--- config.mk ---
export PLATFORM = sky130hd
export DESIGN_NAME = serial_adder
export DESIGN_NICKNAME = d
export VERILOG_FILES = /design/src/rtl/serial_adder_pkg.sv /design/src/rtl/fulladder.sv /design/src/rtl/serial_adder.sv
export SDC_FILE = /design/constraint.sdc
export NUM_CORES = 1
export LEC_CHECK = 0
export ABC_AREA = 1
export BUFFER_PORTS_ARGS = -buffer_cell sky130_fd_sc_hd__clkbuf_2
export CAP_MARGIN = 20
export CORE_MARGIN = 8
export CORE_UTILIZATION = 45
export CTS_CLUSTER_SIZE = 10
export DETAILED_ROUTE_END_ITERATION = 6
export PLACE_DENSITY = 0.65
export SETUP_SLACK_MARGIN = 0.15
export SLEW_MARGIN = 20
export SYNTH_ARGS = -nofsm -noshare
export SYNTH_HDL_FRONTEND = slang
export SYNTH_HIERARCHICAL = 1
export SYNTH_SLANG_ARGS = --single-unit
--- constraint.sdc ---
create_clock -name clk -period 1.5 [get_ports clk]
set_clock_uncertainty 0.2 [all_clocks]
set_input_delay 0.075 -clock clk [delete_from_list [all_inputs] [get_ports clk]]
set_output_delay 0.075 -clock clk [all_outputs]
set_load 0.1 [all_outputs]
--- src/rtl/serial_adder_pkg.sv ---
// Shared types and helpers for the bit-serial adder.
//   state_e   : controller state encoding (idle / shifting / result pulse)
//   cnt_width : bit-counter width for a given operand width
package serial_adder_pkg;

  typedef enum logic [1:0] {
    StIdle  = 2'd0,
    StShift = 2'd1,
    StDone  = 2'd2
  } state_e;

  // Width of a counter that indexes bits 0..w-1; never less than one bit.
  function automatic int unsigned cnt_width(input int unsigned w);
    return (w < 2) ? 1 : $clog2(w);
  endfunction

endpackage

--- src/rtl/fulladder.sv ---
// Combinational one-bit full adder cell.
//   a, b, cin : addend bits and carry-in
//   sum, cout : sum bit and carry-out
module fulladder (
  input  logic a,
  input  logic b,
  input  logic cin,
  output logic sum,
  output logic cout
);

  assign sum  = a ^ b ^ cin;
  assign cout = (a & b) | (a & cin) | (b & cin);

endmodule

--- src/rtl/serial_adder.sv ---
// Bit-serial WIDTH-bit adder built around a single fulladder cell, LSB first.
//   clk, rst_n : clock, asynchronous active-low reset
//   start      : request, accepted when not busy (also accepted in the done cycle)
//   a, b, cin  : operands and carry-in, latched on the accepting edge
//   busy       : high while bits are being processed
//   done       : one-cycle pulse when sum/cout/ovf hold a new result
//   sum, cout  : result word and carry out of the MSB, held until next completion
//   ovf        : signed overflow, held with sum
module serial_adder
  import serial_adder_pkg::*;
#(
  parameter int unsigned WIDTH = 8
) (
  input  logic             clk,
  input  logic             rst_n,
  input  logic             start,
  input  logic [WIDTH-1:0] a,
  input  logic [WIDTH-1:0] b,
  input  logic             cin,
  output logic             busy,
  output logic             done,
  output logic [WIDTH-1:0] sum,
  output logic             cout,
  output logic             ovf
);

  localparam int unsigned CNT_W = cnt_width(WIDTH);
  localparam logic [CNT_W-1:0] LastCnt = CNT_W'(WIDTH - 1);

  state_e             state_q, state_d;
  logic [WIDTH-1:0]   a_sh_q, a_sh_d;
  logic [WIDTH-1:0]   b_sh_q, b_sh_d;
  logic [WIDTH-1:0]   part_q, part_d;
  logic               carry_q, carry_d;
  logic [CNT_W-1:0]   cnt_q, cnt_d;
  logic [WIDTH-1:0]   sum_q, sum_d;
  logic               cout_q, cout_d;
  logic               ovf_q, ovf_d;

  logic fa_sum;
  logic fa_cout;

  fulladder u_fa (
    .a    (a_sh_q[0]),
    .b    (b_sh_q[0]),
    .cin  (carry_q),
    .sum  (fa_sum),
    .cout (fa_cout)
  );

  always_comb begin
    state_d = state_q;
    a_sh_d  = a_sh_q;
    b_sh_d  = b_sh_q;
    part_d  = part_q;
    carry_d = carry_q;
    cnt_d   = cnt_q;
    sum_d   = sum_q;
    cout_d  = cout_q;
    ovf_d   = ovf_q;

    unique case (state_q)
      StIdle, StDone: begin
        if (start) begin
          state_d = StShift;
          a_sh_d  = a;
          b_sh_d  = b;
          carry_d = cin;
          cnt_d   = '0;
          part_d  = '0;
        end else begin
          state_d = StIdle;
        end
      end
      StShift: begin
        a_sh_d  = a_sh_q >> 1;
        b_sh_d  = b_sh_q >> 1;
        // Sum bits enter at the MSB so bit 0 lands at position 0 after WIDTH shifts.
        part_d  = {fa_sum, part_q[WIDTH-1:1]};
        carry_d = fa_cout;
        cnt_d   = cnt_q + CNT_W'(1);
        if (cnt_q == LastCnt) begin
          state_d = StDone;
          cnt_d   = '0;
          sum_d   = {fa_sum, part_q[WIDTH-1:1]};
          cout_d  = fa_cout;
          // carry_q is the carry into the MSB for this last bit.
          ovf_d   = carry_q ^ fa_cout;
        end
      end
      default: state_d = StIdle;
    endcase
  end

  always_ff @(posedge clk or negedge rst_n) begin
    if (!rst_n) begin
      state_q <= StIdle;
      a_sh_q  <= '0;
      b_sh_q  <= '0;
      part_q  <= '0;
      carry_q <= 1'b0;
      cnt_q   <= '0;
      sum_q   <= '0;
      cout_q  <= 1'b0;
      ovf_q   <= 1'b0;
    end else begin
      state_q <= state_d;
      a_sh_q  <= a_sh_d;
      b_sh_q  <= b_sh_d;
      part_q  <= part_d;
      carry_q <= carry_d;
      cnt_q   <= cnt_d;
      sum_q   <= sum_d;
      cout_q  <= cout_d;
      ovf_q   <= ovf_d;
    end
  end

  assign busy = (state_q == StShift);
  assign done = (state_q == StDone);
  assign sum  = sum_q;
  assign cout = cout_q;
  assign ovf  = ovf_q;

endmodule

**Yosys cells after proc, flatten, opt, wreduce, memory -nomap -nowiden**

Cells that the tools add are included.

- Add/sub/neg operators: 1
- Equal/unequal tests: 5
- Multiplexer cells: 14
- Bitwise logic cells: 8
- Reductions and logical operators: 5

Operator list:

| operator | number |
|---|---|
| case mux 8 bit (2 select lines) | 3 |
| 2-to-1 mux 8 bit | 3 |
| 2-to-1 mux 3 bit | 2 |
| case mux 3 bit (2 select lines) | 1 |
| case mux 2 bit (2 select lines) | 1 |
| AND reduction 2 bit | 2 |
| adder 3 x 1 -> 3 bit, second input constant | 1 |
| AND 1 bit | 3 |
| equality test 3 bit, second input constant | 1 |
| XOR 1 bit | 3 |
| equality test 2 x 1 -> 1 bit, second input constant | 1 |
| equality test 2 bit, second input constant | 1 |
| logical NOT 2 bit | 1 |
| 2-to-1 mux 1 bit | 2 |
| 2-to-1 mux 2 bit | 1 |
| inequality test 2 x 1 -> 1 bit, second input constant | 1 |
| inequality test 2 bit, second input constant | 1 |
| OR 1 bit | 2 |
| case mux 1 bit (2 select lines) | 1 |
| nonzero test 2 bit | 1 |
| OR reduction 2 bit | 1 |

- Register bits after elaboration: 40
- Input port bits: 20
- Output and inout port bits: 12
- Logic and storage cells: 42

**Depth between registers and ports, before layout**

Gate-level depths: netlist of run 1.

- Depth in word-level cells: 4
- Gate-level depth with buffers: 8
- Mapped depth without buffers: 6

**Cells and area by module**

Netlist of run 1, hierarchy kept.

Modules (own cells, without submodules):

| module | instances | cells an instance | area each (sq um) | seq. area each (sq um) |
|---|---|---|---|---|
| serial_adder | 1 | 225 | 1839.3 | 975.9 |
| fulladder | 1 | 1 | 20.0 | 0.0 |

**Worst setup path before layout of run 1**

OpenSTA, ideal clock, no wires.

- Kind: register to output
- Start point: register state_q[0]
- End point: output port done
- Arrival: 1.977 ns
- Data required time: 1.225 ns
- Slack: -0.752 ns
- Stages on the path, launching flop included: 4
- Path buffers: 2
- Cells stage by stage: dfrtp_1 > buf_4 > clkbuf_1 > nor2_1

- Longest elaborated chain between the ends: 1

Ends and longest elaborated chain:

| item | RTL line | RTL |
|---|---|---|
| start, declared | serial_adder.sv:30 | `state_e state_q, state_d;` |
| start signal, assigned | serial_adder.sv:97 | `state_q <= StIdle;` |
| start signal, assigned | serial_adder.sv:107 | `state_q <= state_d;` |
| equality test 2 bit | serial_adder.sv:120 | `assign done = (state_q == StDone);` |
| end, declared | serial_adder.sv:21 | `output logic done,` |

No other way between the ends.

**Worst setup path after layout of run 1**

- Start point: register state_q[1]
- End point: output port busy

- Longest elaborated chain between the ends: 1

Ends and longest elaborated chain:

| item | RTL line | RTL |
|---|---|---|
| equality test 2 x 1 -> 1 bit | serial_adder.sv:119 | `assign busy = (state_q == StShift);` |
| end, declared | serial_adder.sv:20 | `output logic busy,` |

No other way between the ends.

==> impl_metrics.csv, run 1 <==
group,metric,value,unit
synthesis,syn_area,1860,sq um
global_route,globalRouteMet1Util,17.4,%
clocking,numCtsBuffers,5,
synthesis,synth_top_family_by_area,"simple AND/OR/NAND/NOR gates",
global_route,grt_max_degree,40,
synthesis,synth-simple-area-share,26.2,%
synthesis,synth_area_per_cell,8.23,sq um
clocking,clock_latency,300,ps
power,p_leak,1.50,nW
global_route,met2_usage,25.5,%
clocking,h-tree-depth,2,
cells_and_area,antennaDiodeCount,0,
clocking,cts_root_buf,"clkbuf_8",
timing,drv_slew,0,
clocking,cts_sinks,39,
worst_setup_path,path_buf_inv,2,
timing,worst_pin_slew,305,ps
timing,rsz0062_at_grt,"true",
synthesis,synth_cell_types,19,
synthesis,syn-num-nets,249,
place,gp_congestion,0.732,
worst_setup_path,crit_chain,"nor2_4 -> buf_6 -> buf_12",
timing,fin_ws,43.4,ps
synthesis,synth_seq_cells,39,
floorplanning,num_rows,23,
detailed_routing,drc,0,
synthesis,synthMuxAreaShare,0,%
floorplanning,dieHeight,80.3,microns
cells_and_area,final_nets,324,
worst_setup_path,start_kind,"flop",
worst_setup_path,critPathSlowestCell,"dfrtp_2",
place,port_buffers,31,
global_route,grt-ovfl-total,0,
power,power_density,2570,nW/um^2
global_route,grt_usage,14.9,%
worst_setup_path,critPathRequiredTime,1220,ps
clocking,cts_tree,"built",
detailed_routing,antenna_left,0,
timing,hold_viol_final,0,
synthesis,syn_inst,226,
floorplanning,die_w,80.3,microns
cells_and_area,fin_util,70.8,%
worst_setup_path,cp_slowest_stage_delay,450,ps
detailed_routing,dr.pass1.iters,4,
synthesis,ys_warn_count,6,
synthesis,synth_fa_ha_area_share,2.42,%
detailed_routing,via_per_inst,4.71,
floorplanning,io_pins,32,
synthesis,synth_compound_area_share,6.73,%
worst_setup_path,cp_max_fo,2,
detailed_routing,drt-total-wl,4.87,mm
worst_setup_path,cp_top_family,"flip-flops",
place,dp.final_hpwl,2.61,mm
detailed_routing,drt_iter0_drc,84,
timing,relSlewSlack,79.8,%
power,ir_drop,1070,uV
global_route,grt_pass1_vias,1665,
place,dp_slack,10.4,ps
timing,fin_crit,1460,ps
timing,max_freq,687,MHz
detailed_routing,routedWlPerCell,13.8,microns
global_route,grt_pass1_wl,7.57,mm
clocking,clk_path_buf_depth,2,
detailed_routing,vias,1658,
run_status,status,"completed",
worst_hold_path,hp-class,"in -> reg",
job,maxCapViolations,0,
timing,fin_tns_setup,0,ps
floorplanning,core_area,4000,sq um
timing,setup_viol,0,
cells_and_area,drive_above_1_share,36.1,%
synthesis,ys_seq_area_share,52.5,%
cells_and_area,fillers,289,
worst_setup_path,path_class,"reg -> out",
timing,period_share,97.1,%
timing,timing.hold.ws,36.7,ps
floorplanning,initial_core_util,46.5,%
worst_setup_path,cp.arrival,1180,ps
cells_and_area,synthToLayoutAreaGrowth,52.2,%
clocking,clkSlewWorstSetupHoldPaths,90,ps
floorplanning,dieArea,6440,sq um
worst_setup_path,critPathCaptureType,"output pin",
global_route,gr-max-usage-layer,"met2",
global_route,antenna_found_initial,0,
global_route,met3_usage,3.91,%
synthesis,synth-xor-area-share,0.471,%
==> cells in the final DEF, fill, tap and decap left out, types with 2 or more instances in the layout <==
cell type	instances
o21ai_1	3
buf_4	18
clkbuf_4	7
nand2_8	3
nand2_4	4
nor2_4	3
inv_1	38
o21ai_0	3
clkbuf_8	5
inv_4	2
nand2_2	11
o21ai_2	13
nand3_2	2
buf_6	2
nand3_1	28
bufinv_16	2
buf_12	6
dfrtp_1	37
inv_2	2
dlygate4sd3_1	18
clkbuf_2	19
nand2_1	65
dfrtp_2	2
==> cells by family (layout without fill, tap and decap cells) <==
| group | after synthesis | count (layout) |
|---|---|---|
| xor+xnor | 1 | 1 |
| compound gates | 19 | 19 |
| fa+ha+maj | 3 | 3 |
| simple gates | 113 | 117 |
| buf+inv | 51 | 123 |
| flops | 39 | 39 |
==> layout make-up <==
class	instances	area, sq um	share of cell area (%)
Clock buffer	5	68.8	2.43
Clock inverter	3	67.6	2.39
Inverter	43	174	6.15
Multi-Input combinational cell	140	833	29.4
Sequential cell	39	978	34.6
Tap cell	50	62.6	2.21
Timing Repair Buffer	72	646	22.8
==> cell usage after synthesis (all sizes together) <==
cell / n / area, sq um
ha: 2 / 25.0
dfrtp: 39 / 976
o21ai: 19 / 125
inv: 43 / 164
fa: 1 / 20.0
nor2: 4 / 22.5
nand2: 79 / 314
xor2: 1 / 8.76
buf: 6 / 46.3
clkbuf: 2 / 7.51
nand3: 30 / 150
==> path summary, 6_finish.rpt <==
check                      startpoint         end  slack [ps]  cells past startpoint
max in group asynchronous       rst_n  state_q[0]         810                      3
setup reg to reg           state_q[0]   a_sh_q[5]          60                      6
setup / recovery           state_q[1]        busy          40                      3
min in group asynchronous       rst_n      sum[4]          80                      3
hold / removal                  start   part_q[5]          40                      4
hold reg to reg              cnt_q[1]    cnt_q[1]         290                      2
==> flip-flops by register name, summed over array words and instances, names as in the netlist <==
name,count
part_q,7
b_sh_q,8
state_q,2
ovf,1
cout,1
a_sh_q,8
carry_q,1
cnt_q,3
sum,8
==> tightest hold or removal path: cells and delay by family <==
| kind | cells | cell delay (ps) |
|---|---|---|
| compound gates | 1 | 60 |
| simple gates | 2 | 280 |
| buf+inv | 1 | 90 |
==> metal layers <==
layer / part of all wire (%) / wire [microns]
met2: 51 / 2480
met5: 0 / 0
met3: 4.3 / 211
met1: 43 / 2100
met4: 1.6 / 76
==> through the flow <==
step | total power (W) | cell area, sq um | std cells
6_report | 0.00727 | 2830 | 352
5_1_grt | 0.00772 | 2830 | 352
4_1_cts | 0.00664 | 2620 | 342
3_5_place_dp | 0.00519 | 2170 | 307
3_3_place_gp | 0.00515 | 2170 | 307
2_1_floorplan | 0.00445 | 1890 | 226
==> where the power goes <==
group	total, W	internal [W]	switching [W]
logic	0.00434	0.00158	0.00276
clock network	0.00106	0.000664	0.000395
registers	0.00188	0.00156	0.000317
==> what timing repair did <==
action / in CTS / in global routing
setup buffers: 6 / 8
hold buffers: 18 / 0
gates cloned: 3 / 2
pin swaps: 4 / 9
endpoints found under the hold margin: 56 / 0
endpoints found under the setup margin: 41 / 40
resized for setup: 19 / 37
No activity file was read; power rests on OpenSTA's default activity.
==> run 2, diff against run 1 <==
--- a/config.mk
+++ b/config.mk
@@ -5,7 +5,6 @@
 export SDC_FILE = /design/constraint.sdc
 export NUM_CORES = 1
 export LEC_CHECK = 0
-export ABC_AREA = 1
 export BUFFER_PORTS_ARGS = -buffer_cell sky130_fd_sc_hd__clkbuf_2
 export CAP_MARGIN = 20
 export CORE_MARGIN = 8
==> impl_metrics.csv, run 2 <==
group,metric,value,unit
global_route,grt_pass1_wl,7.22,mm
worst_setup_path,critPathCaptureType,"flop",
power,p_sw_share,43.2,%
worst_setup_path,cp_max_fo,6,
worst_setup_path,cp.arrival,1530,ps
synthesis,synth_compound_area_share,16.0,%
detailed_routing,vias,1502,
run_status,status,"finished, violations left",
synthesis,synth_common_cells,"39 x dfrtp_1, 19 x mux2i_1, 15 x nor2b_1",
power,power,0.00627,W
floorplanning,die_w,80.8,microns
clocking,cts_sinks,39,
floorplanning,dieArea,6530,sq um
clocking,clkSlewWorstSetupHoldPaths,80,ps
synthesis,ys_async_sr_fraction,100,%
synthesis,ys_seq_area_share,51.7,%
synthesis,synth.most_common_cell,"dfrtp_1",
timing,worst_pin_slew,491,ps
floorplanning,dieHeight,80.8,microns
clocking,clock_latency,300,ps
global_route,antenna_found_initial,0,
detailed_routing,drt-total-wl,4.87,mm
synthesis,synth_top_family_by_area,"compound AO/OA/AOI/OAI gates",
synthesis,syn_inst,156,
detailed_routing,via_per_inst,5.27,
power,p_seq_share,30.2,%
synthesis,synth_top_area_cell,"dfrtp_1",
synthesis,synth_fa_ha_area_share,2.38,%
cells_and_area,drive_above_1_share,45.3,%
detailed_routing,drc,0,
timing,max_freq,645,MHz
place,dp_slack,-101,ps
worst_setup_path,start_kind,"flop",
clocking,cts_root_buf,"clkbuf_8",
power,power_density,2170,nW/um^2
detailed_routing,antenna_left,0,
job,maxCapViolations,0,
cells_and_area,final_nets,256,
global_route,gr-max-usage-layer,"met2",
floorplanning,core_area,4030,sq um
timing,drv_slew,0,
floorplanning,initial_core_util,46.9,%
global_route,grt_max_degree,40,
timing,fin_crit,1550,ps
clocking,numCtsBuffers,5,
global_route,grt_usage,14.1,%
synthesis,synth_area_per_cell,12.1,sq um
power,clkPwrFrac,12.6,%
floorplanning,io_pins,32,
timing,hold_viol_final,0,
cells_and_area,synthToLayoutAreaGrowth,53.0,%
power,intPower,0.00356,W
clocking,clk_path_buf_depth,2,
global_route,grt_pass1_vias,1546,
power,ir_drop,958,uV
synthesis,synth.area.top_cells,"dfrtp_1 52%, mux2i_1 10%, a211oi_1 5.6%, mux2_2 5.4%, nor2b_1 5.0%",
synthesis,syn-num-nets,179,
power,p_leak,1.29,nW
synthesis,syn_area,1890,sq um
synthesis,ys_warn_count,6,
synthesis,synth-simple-area-share,8.94,%
synthesis,synthMuxAreaShare,15.4,%
clocking,h-tree-depth,2,
global_route,grt-ovfl-total,0,
timing,relSlewSlack,67.3,%
worst_setup_path,path_class,"reg -> reg",
timing,fin_tns_setup,-346,ps
synthesis,synth_seq_cells,39,
detailed_routing,drt_iter0_drc,40,
cells_and_area,layout_commonest_cell,"dfrtp_1",
synthesis,synth_cell_types,27,
worst_setup_path,critPathRequiredTime,1480,ps
timing,rsz0062_at_grt,"true",
detailed_routing,routedWlPerCell,17.1,microns
synthesis,yosysTopAreaCellShare,51.7,%
detailed_routing,dr.pass1.iters,4,
run_status,violations,"setup timing",
synthesis,synth_edf_count,0,
power,p_sw,0.00271,W
synthesis,synth-xor-area-share,0.464,%
timing,timing.hold.ws,14.8,ps
place,dp.final_hpwl,2.78,mm
cells_and_area,fin_util,71.8,%
place,port_buffers,31,
global_route,met3_usage,3.75,%
synthesis,ys.flop_type,"dfrtp_1",
global_route,globalRouteMet1Util,16.3,%
worst_hold_path,hp-class,"in -> reg",
global_route,met2_usage,24.1,%
power,pwr-share-comb,57.2,%
cells_and_area,layout_common_cells,"35 x dfrtp_1, 19 x dlygate4sd3_1, 19 x clkbuf_2",
clocking,cts_tree,"built",
timing,period_share,103,%
floorplanning,num_rows,23,
timing,setup_viol,10,
timing,fin_ws,-49.4,ps
place,gp_congestion,0.735,
-- run 2: path summary, 6_finish.rpt --
kind,cells past startpoint,slack [ps],endpoint,from
setup / recovery,4,-50,cout,cnt_q[0]
setup reg to reg,4,-50,cout,cnt_q[0]
max in group asynchronous,3,560,state_q[0],rst_n
hold reg to reg,2,320,ovf,ovf
min in group asynchronous,3,160,sum[0],rst_n
hold / removal,4,10,cnt_q[2],start
-- run 2: timing repair --
action | 4_1_cts | 5_1_grt
hold buffers | 19 | 0
resized for setup | 35 | 22
pin swaps | 7 | 11
setup buffers | 11 | 8
cloned | 1 | 1
endpoints found under the setup margin | 42 | 31
endpoints found under the hold margin | 57 | 0
-- run 2: layer usage --
layer / routed length [microns] / vias to the layer above / part of all wire (%)
li1: - / 722 / -
met5: 0 / - / 0
met1: 2070 / 739 / 42
met2: 2510 / 34 / 52
met3: 214 / 7 / 4.4
met4: 73 / 0 / 1.5
-- run 2: cell families (layout without fill, tap and decap cells) --
family	after synthesis	after routing
compound gates	44	44
simple gates	26	27
fa+ha+maj	3	3
xor+xnor	1	1
other cells	0	1
mux	28	28
buf+inv	15	92
flops	39	39
-- run 2: cell type report --
class	instances	area, sq um
Clock buffer	8	100
Tap cell	50	62.6
Fill cell	283	1140
Inverter	3	16.3
Multi-Input combinational cell	103	967
Timing Repair Buffer	81	762
Antenna cell	1	2.50
Sequential cell	39	981
-- run 2: critical path: stages (launching register included) --
cell      delay, ps
dfrtp_1         400
ha_2            190
ha_4            180
nand3b_4        140
mux2_4          320
-- run 2: metrics by stage --
step	std cells	instance area (sq um)
floorplan	156	1960
global placement	236	2200
detailed placement	236	2200
CTS	275	2700
global route	284	2890
finish	285	2890
-- run 2: power by group through the flow --
| stage | combinational [W] | sequential (W) | clock (W) |
|---|---|---|---|
| finish | 0.00359 | 0.00189 | 0.000790 |
| global route | 0.00380 | 0.00196 | 0.000837 |
| CTS | 0.00314 | 0.00188 | 0.000793 |
| detailed placement | 0.00272 | 0.00190 | 0 |
| global placement | 0.00263 | 0.00187 | 0 |
| floorplan | 0.00148 | 0.00256 | 0 |
